`config.mk`:
```
export PLATFORM = sky130hd
export DESIGN_NAME = lamp_pwm_sequencer_flat
export DESIGN_NICKNAME = d
export VERILOG_FILES = /design/src/rtl/lamp_pwm_sequencer_pkg.sv /design/src/rtl/lamp_pwm_sequencer_if.sv /design/src/rtl/lamp_pwm_channel.sv /design/src/rtl/lamp_pwm_sequencer.sv /design/src/flat_wrapper.sv
export SDC_FILE = /design/constraint.sdc
export NUM_CORES = 1
export LEC_CHECK = 0
export CAP_MARGIN = 0
export CORE_MARGIN = 5
export CORE_UTILIZATION = 60
export DETAILED_ROUTE_END_ITERATION = 12
export HOLD_SLACK_MARGIN = 0.15
export PLACE_DENSITY = 0.78
export SLEW_MARGIN = 10
export SYNTH_ARGS = -nofsm -noshare
export SYNTH_HDL_FRONTEND = slang
export SYNTH_SLANG_ARGS = --single-unit
```
`constraint.sdc`:
```
create_clock -name CLOCK_50 -period 4.85 [get_ports CLOCK_50]
set_clock_uncertainty 0.1 [all_clocks]
set_input_delay 1.455 -clock CLOCK_50 [delete_from_list [all_inputs] [get_ports CLOCK_50]]
set_output_delay 1.455 -clock CLOCK_50 [all_outputs]
set_load 0.05 [all_outputs]
```
`src/rtl/lamp_pwm_sequencer_pkg.sv`:
```
// rtl/lamp_pwm_sequencer_pkg.sv - shared types and duty/phase helpers for the lamp PWM sequencer
//
// Package lamp_pkg
//   lamp_mode_e  : per-channel lamp mode encoding (OFF, ON, BREATH, BLINK)
//   cmd_state_e  : command path state (idle / one command pending)
//   lamp_phase() : envelope phase, env + 2*level, modulo 2^(bits+1)
//   lamp_duty()  : duty value for a mode/level at a given envelope position
package lamp_pkg;

  localparam int LAMP_CHAN_W = 3;

  typedef enum logic [1:0] {
    LAMP_OFF    = 2'd0,
    LAMP_ON     = 2'd1,
    LAMP_BREATH = 2'd2,
    LAMP_BLINK  = 2'd3
  } lamp_mode_e;

  typedef enum logic {
    CMD_IDLE = 1'b0,
    CMD_PEND = 1'b1
  } cmd_state_e;

  // Arithmetic is done at 32 bits so one function serves every PWM_BITS;
  // callers truncate the result to their own duty width.
  function automatic logic [31:0] lamp_phase(input logic [31:0] env,
                                             input logic [31:0] level,
                                             input int          bits);
    logic [31:0] mask;
    mask = (32'd1 << (bits + 1)) - 32'd1;
    return (env + (level << 1)) & mask;
  endfunction

  function automatic logic [31:0] lamp_duty(input lamp_mode_e  mode,
                                            input logic [31:0] level,
                                            input logic [31:0] env,
                                            input int          bits);
    logic [31:0] max_v;
    logic [31:0] p;
    logic [31:0] low;
    logic        hi;
    logic [31:0] res;
    max_v = (32'd1 << bits) - 32'd1;
    p     = lamp_phase(env, level, bits);
    low   = p & max_v;
    // Upper half of the phase runs the triangle downwards.
    hi    = ((p >> bits) & 32'd1) != 32'd0;
    res   = 32'd0;
    case (mode)
      LAMP_OFF:    res = 32'd0;
      LAMP_ON:     res = level & max_v;
      LAMP_BREATH: res = hi ? (~low & max_v) : low;
      LAMP_BLINK:  res = hi ? 32'd0 : max_v;
      default:     res = 32'd0;
    endcase
    return res;
  endfunction

endpackage

```
`src/rtl/lamp_pwm_sequencer_if.sv`:
```
// rtl/lamp_pwm_sequencer_if.sv - valid/ready command port of the lamp PWM sequencer
//
// Interface lamp_cmd_if #(PWM_BITS)
//   cmd_valid   : command offered (master -> slave)
//   cmd_ready   : command can be accepted (slave -> master)
//   cmd_channel : target channel index
//   cmd_mode    : lamp mode
//   cmd_level   : duty (ON) or phase offset (BREATH/BLINK)
import lamp_pkg::*;

interface lamp_cmd_if #(
  parameter int PWM_BITS = 8
);
  logic                   cmd_valid;
  logic                   cmd_ready;
  logic [LAMP_CHAN_W-1:0] cmd_channel;
  lamp_mode_e             cmd_mode;
  logic [PWM_BITS-1:0]    cmd_level;

  modport master (
    output cmd_valid,
    output cmd_channel,
    output cmd_mode,
    output cmd_level,
    input  cmd_ready
  );

  modport slave (
    input  cmd_valid,
    input  cmd_channel,
    input  cmd_mode,
    input  cmd_level,
    output cmd_ready
  );
endinterface

```
`src/rtl/lamp_pwm_channel.sv`:
```
// rtl/lamp_pwm_channel.sv - one LED channel: mode/level/duty registers and PWM compare
//
// Ports
//   clk, rst_n : clock, asynchronous active-low reset
//   period_end : last tick of the PWM period; only moment settings change
//   env_next   : envelope value being written this cycle
//   pwm_cnt    : shared PWM counter
//   load       : a pending command targets this channel
//   ld_mode    : pending mode
//   ld_level   : pending level
//   led        : registered PWM output, active high
module lamp_pwm_channel
  import lamp_pkg::*;
#(
  parameter int PWM_BITS = 8,
  parameter int IDX      = 0
) (
  input  logic                clk,
  input  logic                rst_n,
  input  logic                period_end,
  input  logic [PWM_BITS:0]   env_next,
  input  logic [PWM_BITS-1:0] pwm_cnt,
  input  logic                load,
  input  lamp_mode_e          ld_mode,
  input  logic [PWM_BITS-1:0] ld_level,
  output logic                led
);

  // Odd channels start half a triangle away so they breathe in antiphase.
  localparam logic [PWM_BITS-1:0] RST_LEVEL =
    (IDX % 2 == 1) ? {1'b1, {(PWM_BITS-1){1'b0}}} : {PWM_BITS{1'b0}};

  lamp_mode_e          mode_q;
  lamp_mode_e          mode_n;
  logic [PWM_BITS-1:0] level_q;
  logic [PWM_BITS-1:0] level_n;
  logic [PWM_BITS-1:0] duty_q;
  logic [PWM_BITS-1:0] duty_n;

  // Duty is computed from the values being written, so a command applied
  // at this boundary is already reflected in the next period.
  always_comb begin
    mode_n  = mode_q;
    level_n = level_q;
    if (load) begin
      mode_n  = ld_mode;
      level_n = ld_level;
    end
    duty_n = PWM_BITS'(lamp_duty(mode_n, 32'(level_n), 32'(env_next), PWM_BITS));
  end

  always_ff @(posedge clk or negedge rst_n) begin
    if (!rst_n) begin
      mode_q  <= LAMP_BREATH;
      level_q <= RST_LEVEL;
      duty_q  <= '0;
      led     <= 1'b0;
    end else begin
      if (period_end) begin
        mode_q  <= mode_n;
        level_q <= level_n;
        duty_q  <= duty_n;
      end
      led <= (pwm_cnt < duty_q);
    end
  end

endmodule

```
`src/rtl/lamp_pwm_sequencer.sv`:
```
// rtl/lamp_pwm_sequencer.sv - multi-channel LED PWM driver with breathing envelope
//
// Ports
//   CLOCK_50   : system clock
//   RESET_n    : asynchronous active-low reset
//   cmd        : valid/ready command port (lamp_cmd_if.slave)
//   period_end : one-cycle pulse on the last tick of each PWM period
//   LED        : registered PWM outputs, active high
module lamp_pwm_sequencer
  import lamp_pkg::*;
#(
  parameter int CHANNELS         = 5,
  parameter int PWM_BITS         = 8,
  parameter int TICK_DIV         = 1,
  parameter int ENV_STEP_PERIODS = 4
) (
  input  logic                CLOCK_50,
  input  logic                RESET_n,
  lamp_cmd_if.slave           cmd,
  output logic                period_end,
  output logic [CHANNELS-1:0] LED
);

  localparam int PRESC_W = (TICK_DIV > 1) ? $clog2(TICK_DIV) : 1;
  localparam int PER_W   = (ENV_STEP_PERIODS > 1) ? $clog2(ENV_STEP_PERIODS) : 1;
  localparam logic [PWM_BITS-1:0] PWM_MAX = '1;

  logic [PRESC_W-1:0]  presc;
  logic                tick;
  logic [PWM_BITS-1:0] pwm_cnt;
  logic [PER_W-1:0]    per_cnt;
  logic [PWM_BITS:0]   env;
  logic [PWM_BITS:0]   env_next;
  logic                env_step;

  cmd_state_e             state;
  cmd_state_e             state_n;
  logic                   accept;
  logic                   chan_ok;
  logic [LAMP_CHAN_W-1:0] pend_ch;
  lamp_mode_e             pend_mode;
  logic [PWM_BITS-1:0]    pend_level;

  assign tick       = (presc == PRESC_W'(TICK_DIV - 1));
  assign period_end = tick && (pwm_cnt == PWM_MAX);
  assign env_step   = period_end && (per_cnt == PER_W'(ENV_STEP_PERIODS - 1));
  assign env_next   = env_step ? env + (PWM_BITS+1)'(1) : env;

  always_ff @(posedge CLOCK_50 or negedge RESET_n) begin
    if (!RESET_n) begin
      presc   <= '0;
      pwm_cnt <= '0;
      per_cnt <= '0;
      env     <= '0;
    end else begin
      presc <= tick ? '0 : presc + PRESC_W'(1);
      if (tick) begin
        pwm_cnt <= pwm_cnt + PWM_BITS'(1);
      end
      if (period_end) begin
        per_cnt <= (per_cnt == PER_W'(ENV_STEP_PERIODS - 1)) ? '0 : per_cnt + PER_W'(1);
      end
      env <= env_next;
    end
  end

  // Ready comes straight from the state register so the handshake never
  // loops back through the acceptance decode.
  assign cmd.cmd_ready = (state == CMD_IDLE);
  assign accept        = cmd.cmd_valid && (state == CMD_IDLE);
  assign chan_ok       = int'(cmd.cmd_channel) < CHANNELS;

  always_ff @(posedge CLOCK_50 or negedge RESET_n) begin
    if (!RESET_n) begin
      state <= CMD_IDLE;
    end else begin
      state <= state_n;
    end
  end

  // A command accepted during period_end is idle-state acceptance, so it is
  // latched now and only applied at the next boundary.
  always_comb begin
    state_n = state;
    case (state)
      CMD_IDLE: if (accept && chan_ok) state_n = CMD_PEND;
      CMD_PEND: if (period_end)        state_n = CMD_IDLE;
      default:                         state_n = CMD_IDLE;
    endcase
  end

  always_ff @(posedge CLOCK_50 or negedge RESET_n) begin
    if (!RESET_n) begin
      pend_ch    <= '0;
      pend_mode  <= LAMP_OFF;
      pend_level <= '0;
    end else if (accept && chan_ok) begin
      pend_ch    <= cmd.cmd_channel;
      pend_mode  <= cmd.cmd_mode;
      pend_level <= cmd.cmd_level;
    end
  end

  for (genvar gi = 0; gi < CHANNELS; gi++) begin : g_ch
    lamp_pwm_channel #(
      .PWM_BITS (PWM_BITS),
      .IDX      (gi)
    ) u_ch (
      .clk        (CLOCK_50),
      .rst_n      (RESET_n),
      .period_end (period_end),
      .env_next   (env_next),
      .pwm_cnt    (pwm_cnt),
      .load       ((state == CMD_PEND) && (pend_ch == LAMP_CHAN_W'(gi))),
      .ld_mode    (pend_mode),
      .ld_level   (pend_level),
      .led        (LED[gi])
    );
  end

endmodule

```
`src/flat_wrapper.sv`:
```
// flat-port wrapper written by rule: the top's interface ports become plain ports
module lamp_pwm_sequencer_flat import lamp_pkg::*;
#(
  parameter int CHANNELS         = 5,
  parameter int PWM_BITS         = 8,
  parameter int TICK_DIV         = 1,
  parameter int ENV_STEP_PERIODS = 4
)
  (CLOCK_50, RESET_n, period_end, LED, cmd_cmd_valid, cmd_cmd_channel, cmd_cmd_mode, cmd_cmd_level, cmd_cmd_ready);
  lamp_cmd_if #(.PWM_BITS(PWM_BITS)) cmd_i ();
  input  logic CLOCK_50;
  input  logic RESET_n;
  output logic period_end;
  output logic [CHANNELS-1:0] LED;
  input wire logic [$bits(cmd_i.cmd_valid)-1:0] cmd_cmd_valid;
  input wire logic [$bits(cmd_i.cmd_channel)-1:0] cmd_cmd_channel;
  input wire logic [$bits(cmd_i.cmd_mode)-1:0] cmd_cmd_mode;
  input wire logic [$bits(cmd_i.cmd_level)-1:0] cmd_cmd_level;
  output wire logic [$bits(cmd_i.cmd_ready)-1:0] cmd_cmd_ready;
  assign cmd_i.cmd_valid = cmd_cmd_valid;
  assign cmd_i.cmd_channel = cmd_cmd_channel;
  assign cmd_i.cmd_mode = cmd_cmd_mode;
  assign cmd_i.cmd_level = cmd_cmd_level;
  assign cmd_cmd_ready = cmd_i.cmd_ready;
  lamp_pwm_sequencer #(.CHANNELS(CHANNELS), .PWM_BITS(PWM_BITS), .TICK_DIV(TICK_DIV), .ENV_STEP_PERIODS(ENV_STEP_PERIODS)) u_core (.CLOCK_50(CLOCK_50), .RESET_n(RESET_n), .cmd(cmd_i), .period_end(period_end), .LED(LED));
endmodule
```
# Yosys cells after proc, flatten, opt, wreduce, memory -nomap -nowiden
# Index checks and enable logic that the tools add are counted.
[op_classes]
n_mux = 31
reduce_logical = 15
add_sub_neg = 9
n_lt_le_gt_ge = 6
n_eq_ne = 21
bitwise = 7
[ops]
columns = ["operator", "count"]
rows = [
  ["$pmux W8 S4", 5],
  ["$mux W8", 15],
  ["$add A9 B9 Y9", 5],
  ["$lt A8 B8 Y1", 5],
  ["$not A8 Y8", 5],
  ["$eq A2 B2 Y1 const B", 11],
  ["$mux W2", 6],
  ["$eq A2 B1 Y1 const B", 5],
  ["$logic_not A2 Y1", 5],
  ["$add A9 B1 Y9 const B", 1],
  ["$logic_and A1 B1 Y1", 9],
  ["$mux W9", 1],
  ["$add A8 B1 Y8 const B", 1],
  ["$eq A8 B8 Y1 const B", 1],
  ["$eq A3 B2 Y1 const B", 2],
  ["$eq A3 B1 Y1 const B", 1],
  ["$eq A3 B3 Y1 const B", 1],
  ["$logic_not A3 Y1", 1],
  ["$lt A3 B3 Y1 const B", 1],
  ["$mux W1", 3],
  ["$add A2 B1 Y2 const B", 1],
  ["$not A1 Y1", 2],
  ["$pmux W1 S2", 1],
  ["$add A1 B1 Y1 const B", 1],
]
[totals]
out_inout_bits = 7
register_bits = 129
input_bits = 16

# Depth between registers and ports, before layout
[logic_depth]
ltp_word = 8
mapped_depth = 16
ltp_nobuf = 14

# Hierarchy
# Synthesis repeated with hierarchy kept, for this count alone.
[hier_totals]
hier_cells = 903
hier_area_um2 = 9171.3
[by_module_without_submodules]
columns = ["mod", "cells_each", "area_per_inst_um2", "n_inst"]
rows = [
  ["lamp_pwm_channel (u_core.g_ch[0].u_ch ...)", 157, 1531.5, 3],
  ["lamp_pwm_channel (u_core.g_ch[1].u_ch)", 167, 1625.3, 1],
  ["lamp_pwm_channel (u_core.g_ch[3].u_ch)", 157, 1532.7, 1],
  ["lamp_pwm_sequencer", 108, 1418.9, 1],
]

# Least setup slack after synthesis
# No wires, ideal clock.
[synth_timing]
path_kind = "register to register"
start = "register u_core.pwm_cnt[1]"
end = "register u_core.g_ch[1].u_ch.duty_q[7]"
path_buffers = 0
setup_time_ns = 0.087
arrival_ns = 3.761
period_less_slack_ns = 3.948
t_required_ns = 4.663
path_slack_ns = 0.902
path_stages_with_launch = 13
path_cell_list = "dfrtp_1 > ha_1 > nand4_1 > nor4_4 > xor2_1 > ha_1 > a21o_1 > a21oi_1 > o211ai_1 > nor3_4 > mux2_2 > or4_1 > a22oi_1"
[synth_between]
elab_chain_len = 8
word_cells_on_any_way = 9
[synth_lines]
columns = ["element", "line_no", "rtl"]
rows = [
  ["from (decl)", "lamp_pwm_sequencer.sv:30", "logic [PWM_BITS-1:0] pwm_cnt;"],
  ["from (signal assigned)", "lamp_pwm_sequencer.sv:58", "pwm_cnt <= pwm_cnt + PWM_BITS'(1);"],
  ["$eq A8 B8 Y1 *", "lamp_pwm_sequencer.sv:45", "assign period_end = tick && (pwm_cnt == PWM_MAX);"],
  ["$logic_and A1 B1 Y1 *", "lamp_pwm_sequencer.sv:45", ""],
  ["$logic_and A1 B1 Y1", "lamp_pwm_sequencer.sv:46", "assign env_step = period_end && (per_cnt == PER_W'(ENV_STEP_PERIODS - 1));"],
  ["$mux W9", "lamp_pwm_sequencer.sv:47", "assign env_next = env_step ? env + (PWM_BITS+1)'(1) : env;"],
  ["$add A9 B9 Y9", "lamp_pwm_sequencer_pkg.sv:31", "return (env + (level << 1)) & mask;"],
  ["$not A8 Y8", "lamp_pwm_sequencer_pkg.sv:52", "LAMP_BREATH: res = hi ? (~low & max_v) : low;"],
  ["$mux W8", "lamp_pwm_sequencer_pkg.sv:52", ""],
  ["$pmux W8 S4", "lamp_pwm_sequencer_pkg.sv:49", "case (mode)"],
  ["to (signal assigned)", "lamp_pwm_channel.sv:62", "duty_q <= duty_n;"],
  ["to (decl)", "lamp_pwm_channel.sv:37", "logic [PWM_BITS-1:0] duty_q;"],
]
# Mark *: on every way between the ends. The rest lies on a longest branch, timed or not.
# A chain may end at the register's enable or synchronous reset.

# Worst setup path in the final report
[layout_timing]
start = "register u_core.pwm_cnt[0]"
end = "register u_core.g_ch[3].u_ch.duty_q[7]"
[layout_between]
elab_chain_len = 8
word_cells_on_any_way = 9
[layout_lines]
columns = ["element", "line_no"]
rows = [
  ["$eq A8 B8 Y1 *", "lamp_pwm_sequencer.sv:45"],
  ["$logic_and A1 B1 Y1 *", "lamp_pwm_sequencer.sv:45"],
  ["$logic_and A1 B1 Y1", "lamp_pwm_sequencer.sv:46"],
  ["$mux W9", "lamp_pwm_sequencer.sv:47"],
  ["$add A9 B9 Y9", "lamp_pwm_sequencer_pkg.sv:31"],
  ["$not A8 Y8", "lamp_pwm_sequencer_pkg.sv:52"],
  ["$mux W8", "lamp_pwm_sequencer_pkg.sv:52"],
  ["$pmux W8 S4", "lamp_pwm_sequencer_pkg.sv:49"],
  ["to (signal assigned)", "lamp_pwm_channel.sv:62"],
  ["to (decl)", "lamp_pwm_channel.sv:37"],
]
# Marks and branches as above.

==> results.json <==
{
  "seq_power_share": 0.451,
  "cts.path.max_buffers": 2,
  "finalWirelength_mm": 25.08,
  "synthArstFlopShare": 1.000,
  "synth-seq-area-share": 0.3394,
  "cap_violations": 0,
  "final_cells": 1253,
  "vias": 7637,
  "ys_types": 84,
  "netlist.area_leader.share": 0.3200,
  "p_sw_w": 0.0004927,
  "place_ws_ns": 0.5592,
  "cp_data_required_time_ns": 5.09,
  "drc_errors": 0,
  "avgSynthCellArea_um2": 9.491,
  "p_sw_frac": 0.2075,
  "syn_inst": 997,
  "clock_sinks": 128,
  "synth-seq-cells": 128,
  "finalHoldViolCount": 0,
  "intPower_w": 0.001881,
  "pwr_density_cell_nw_per_um2": 224.1,
  "holdBufCountCts": 0,
  "worstPathArrival_ns": 4.70,
  "critPathMaxFanout": 10,
  "worstSetupStartpointType": "register",
  "die_w_um": 135.6,
  "holdWs_ns": 0.3710,
  "cts_setup_buffers": 0,
  "synth.most_common_cell": "dfrtp_1",
  "p_clk_frac": 0.530,
  "max_slew_margin": 0.2876,
  "grt_overflow": 0,
  "cp-end-kind": "register",
  "synth_area_leaders": "dfrtp_1 32%, ha_1 9.3%, mux2i_1 5.8%, nand2_1 4.4%, xnor2_1 4.0%",
  "gp_congestion": 0.9929,
  "synth.cell_area_um2": 9463,
  "power_w": 0.002374,
  "syn-num-nets": 1083,
  "ir_drop_mv": 0.2208,
  "core_area_um2": 15660,
  "slew_violations": 0,
  "setup_violations": 0,
  "clkLatencyLatePin_ns": 0.43,
  "drive_above_1_share": 0.1331,
  "io_pins": 23,
  "synth_edf_count": 0,
  "finalSetupTns_ns": 0,
  "grt_max_degree": 115,
  "track_usage": 0.2854,
  "die-height_um": 135.6,
  "period_minus_slack_ns": 4.460,
  "vias_per_cell": 6.095,
  "synth_warnings": 0,
  "antenna_found_initial": 0,
  "fin_ws_ns": 0.3902,
  "fmax_ghz": 0.2242,
  "grt_pass1_vias": 7486,
  "antenna_left": 0,
  "combPwrFrac": 0.019,
  "dp.cells": 1221,
  "cts_made_buffers": 17,
  "min_path_type": "register to register",
  "tritoncts": "built",
  "fin_crit_sh": 0.9195,
  "num-fill-cells": 1270,
  "drt_iter0_drc": 697,
  "area_growth_pct": 11.95,
  "initial_core_util": 0.6045,
  "dp_hpwl_mm": 17.87,
  "tightest_slew_ns": 1.069,
  "root_buffer": "clkbuf_16",
  "diodes": 0,
  "yosysTopAreaCell": "dfrtp_1",
  "wl_per_cell_um": 20.02,
  "synthFlopType": "dfrtp_1",
  "die_area_um2": 18380,
  "cts_resized": 0,
  "cts.reportedPaths.clkPinSlew_ns": 0.06,
  "cts-htree-levels": 4,
  "rsz0062_at_grt": "no",
  "synth_common_cells": "121 x dfrtp_1, 111 x nand2_1, 72 x inv_1",
  "crit_type": "register to register",
  "grt_pass1_wl_mm": 39.98,
  "fin_nets": 1110,
  "startpoint": "u_core.pwm_cnt[0]$_DFF_PN0_",
  "leakagePower_nw": 5.215,
  "first_pass_iters": 4,
  "min_from": "u_core.g_ch[2].u_ch.mode_q[1]$_DFFE_PN1N_",
  "r2r-start": "u_core.pwm_cnt[0]$_DFF_PN0_",
  "outcome": "completed",
  "core.rowCount": 46,
  "port_buffers": 22
}
==> flip-flops by register name, summed over array words and instances (netlist names) <==
name and count:
u_core.env 9, u_core.g_ch.u_ch.level_q 40, u_core.pwm_cnt 8, u_core.g_ch.u_ch.duty_q 40
u_core.g_ch.u_ch.led 5, u_core.per_cnt 2, u_core.pend_ch 3, u_core.g_ch.u_ch.mode_q 10
u_core.state 1, u_core.pend_mode 2, u_core.pend_level 8
==> cells by family after synthesis <==
family | Yosys count | synth area share
simple gates | 274 | 0.1468
compound gates | 228 | 0.1683
flops | 128 | 0.3394
buf+inv | 123 | 0.05355
xor+xnor | 88 | 0.1043
mux | 86 | 0.09507
fa+ha+maj | 70 | 0.09256
==> layout make-up <==
cell class / instances / area [um^2] / area share
clock buffers: 26 / 489.2 / 0.04618
well taps: 216 / 270.3 / 0.02551
multi-input cells: 746 / 5777 / 0.5453
inverters: 73 / 274.0 / 0.02587
repair buffers: 58 / 489.2 / 0.04618
flip-flops and latches: 128 / 3212 / 0.3032
clock inverters: 6 / 82.58 / 0.007795
==> critical path, cell delays in order (launching register included) <==
cell	delay [ns]
dfrtp_1	0.39
ha_1	0.30
nand4_1	0.29
nor4_4	0.37
xor2_1	0.43
buf_4	0.23
ha_1	0.26
a21oi_1	0.21
nor2b_1	0.09
a22oi_1	0.24
o311ai_2	0.18
xnor2_2	0.24
nor2b_1	0.43
mux2i_1	0.15
o22ai_1	0.26
a2bb2oi_1	0.19
==> power groups by stage <==
stage,clock network (W),logic [W],registers [W]
after floorplan,0,0.00000904,0.00109
after global placement,0,0.0000465,0.00109
after detailed placement,0,0.0000470,0.00109
after CTS,0.00127,0.0000470,0.00107
after global routing,0.00133,0.0000512,0.00107
final,0.00126,0.0000452,0.00107
==> placed cells by master (no fill, tap or decap), types with 5 or more instances in the layout <==
cell type        netlist  layout
a21boi_0               5       5
a21o_1                 9       9
a21oi_1               47      47
a31oi_1               16      16
a32oi_1                6       6
and3_1                 5       5
buf_4                  7      37
clkbuf_1              31       6
clkbuf_16              0      17
clkdlybuf4s50_1        0      20
dfrtp_1              121     121
dfstp_2                7       7
ha_1                  70      70
inv_1                 72      72
mux2_2                31      31
mux2i_1               55      55
nand2_1              111     111
nand2b_1              12      12
nand3_1               13      13
nor2_1                57      57
nor2b_1                7       7
nor3_1                18      18
nor4_1                 5       5
o211ai_1              20      20
o21a_1                 8       8
o21ai_0               61      61
o32a_1                 7       7
or3_1                  6       6
xnor2_1               43      43
xnor2_2                5       5
xnor3_1               10      10
xor2_1                27      27
==> through the flow <==
stage,instance area [um^2],util
2_1_floorplan,9463,-
3_3_place_gp,10020,0.6402
5_1_grt,10590,0.6767
4_1_cts,10590,0.6767
6_report,10590,0.6767
3_5_place_dp,10020,0.6402
==> metal layers <==
| metal | global-route usage | vias to the layer above | routed length, um |
|---|---|---|---|
| met5 | 0 | - | 0 |
| met4 | 0.1170 | 0 | 933 |
| met3 | 0.06129 | 65 | 2012 |
| met2 | 0.4513 | 302 | 11510 |
| met1 | 0.3830 | 3654 | 10630 |
| li1 | - | 3616 | - |
==> worst paths after layout <==
path,endpoint,slack (ns),cells after the start
worst min-delay path,u_core.g_ch[2].u_ch.mode_q[1]$_DFFE_PN1N_,0.37,2
max in group asynchronous,u_core.g_ch[2].u_ch.mode_q[1]$_DFFE_PN1N_,2.69,2
worst max-delay path,u_core.g_ch[3].u_ch.duty_q[7]$_DFFE_PN0N_,0.39,15
worst min register to register,u_core.g_ch[2].u_ch.mode_q[1]$_DFFE_PN1N_,0.37,2
min in group asynchronous,u_core.g_ch[1].u_ch.duty_q[6]$_DFFE_PN0N_,1.06,1
worst max register to register,u_core.g_ch[3].u_ch.duty_q[7]$_DFFE_PN0N_,0.39,15
Note: power is estimated with default switching activity, not from simulation.
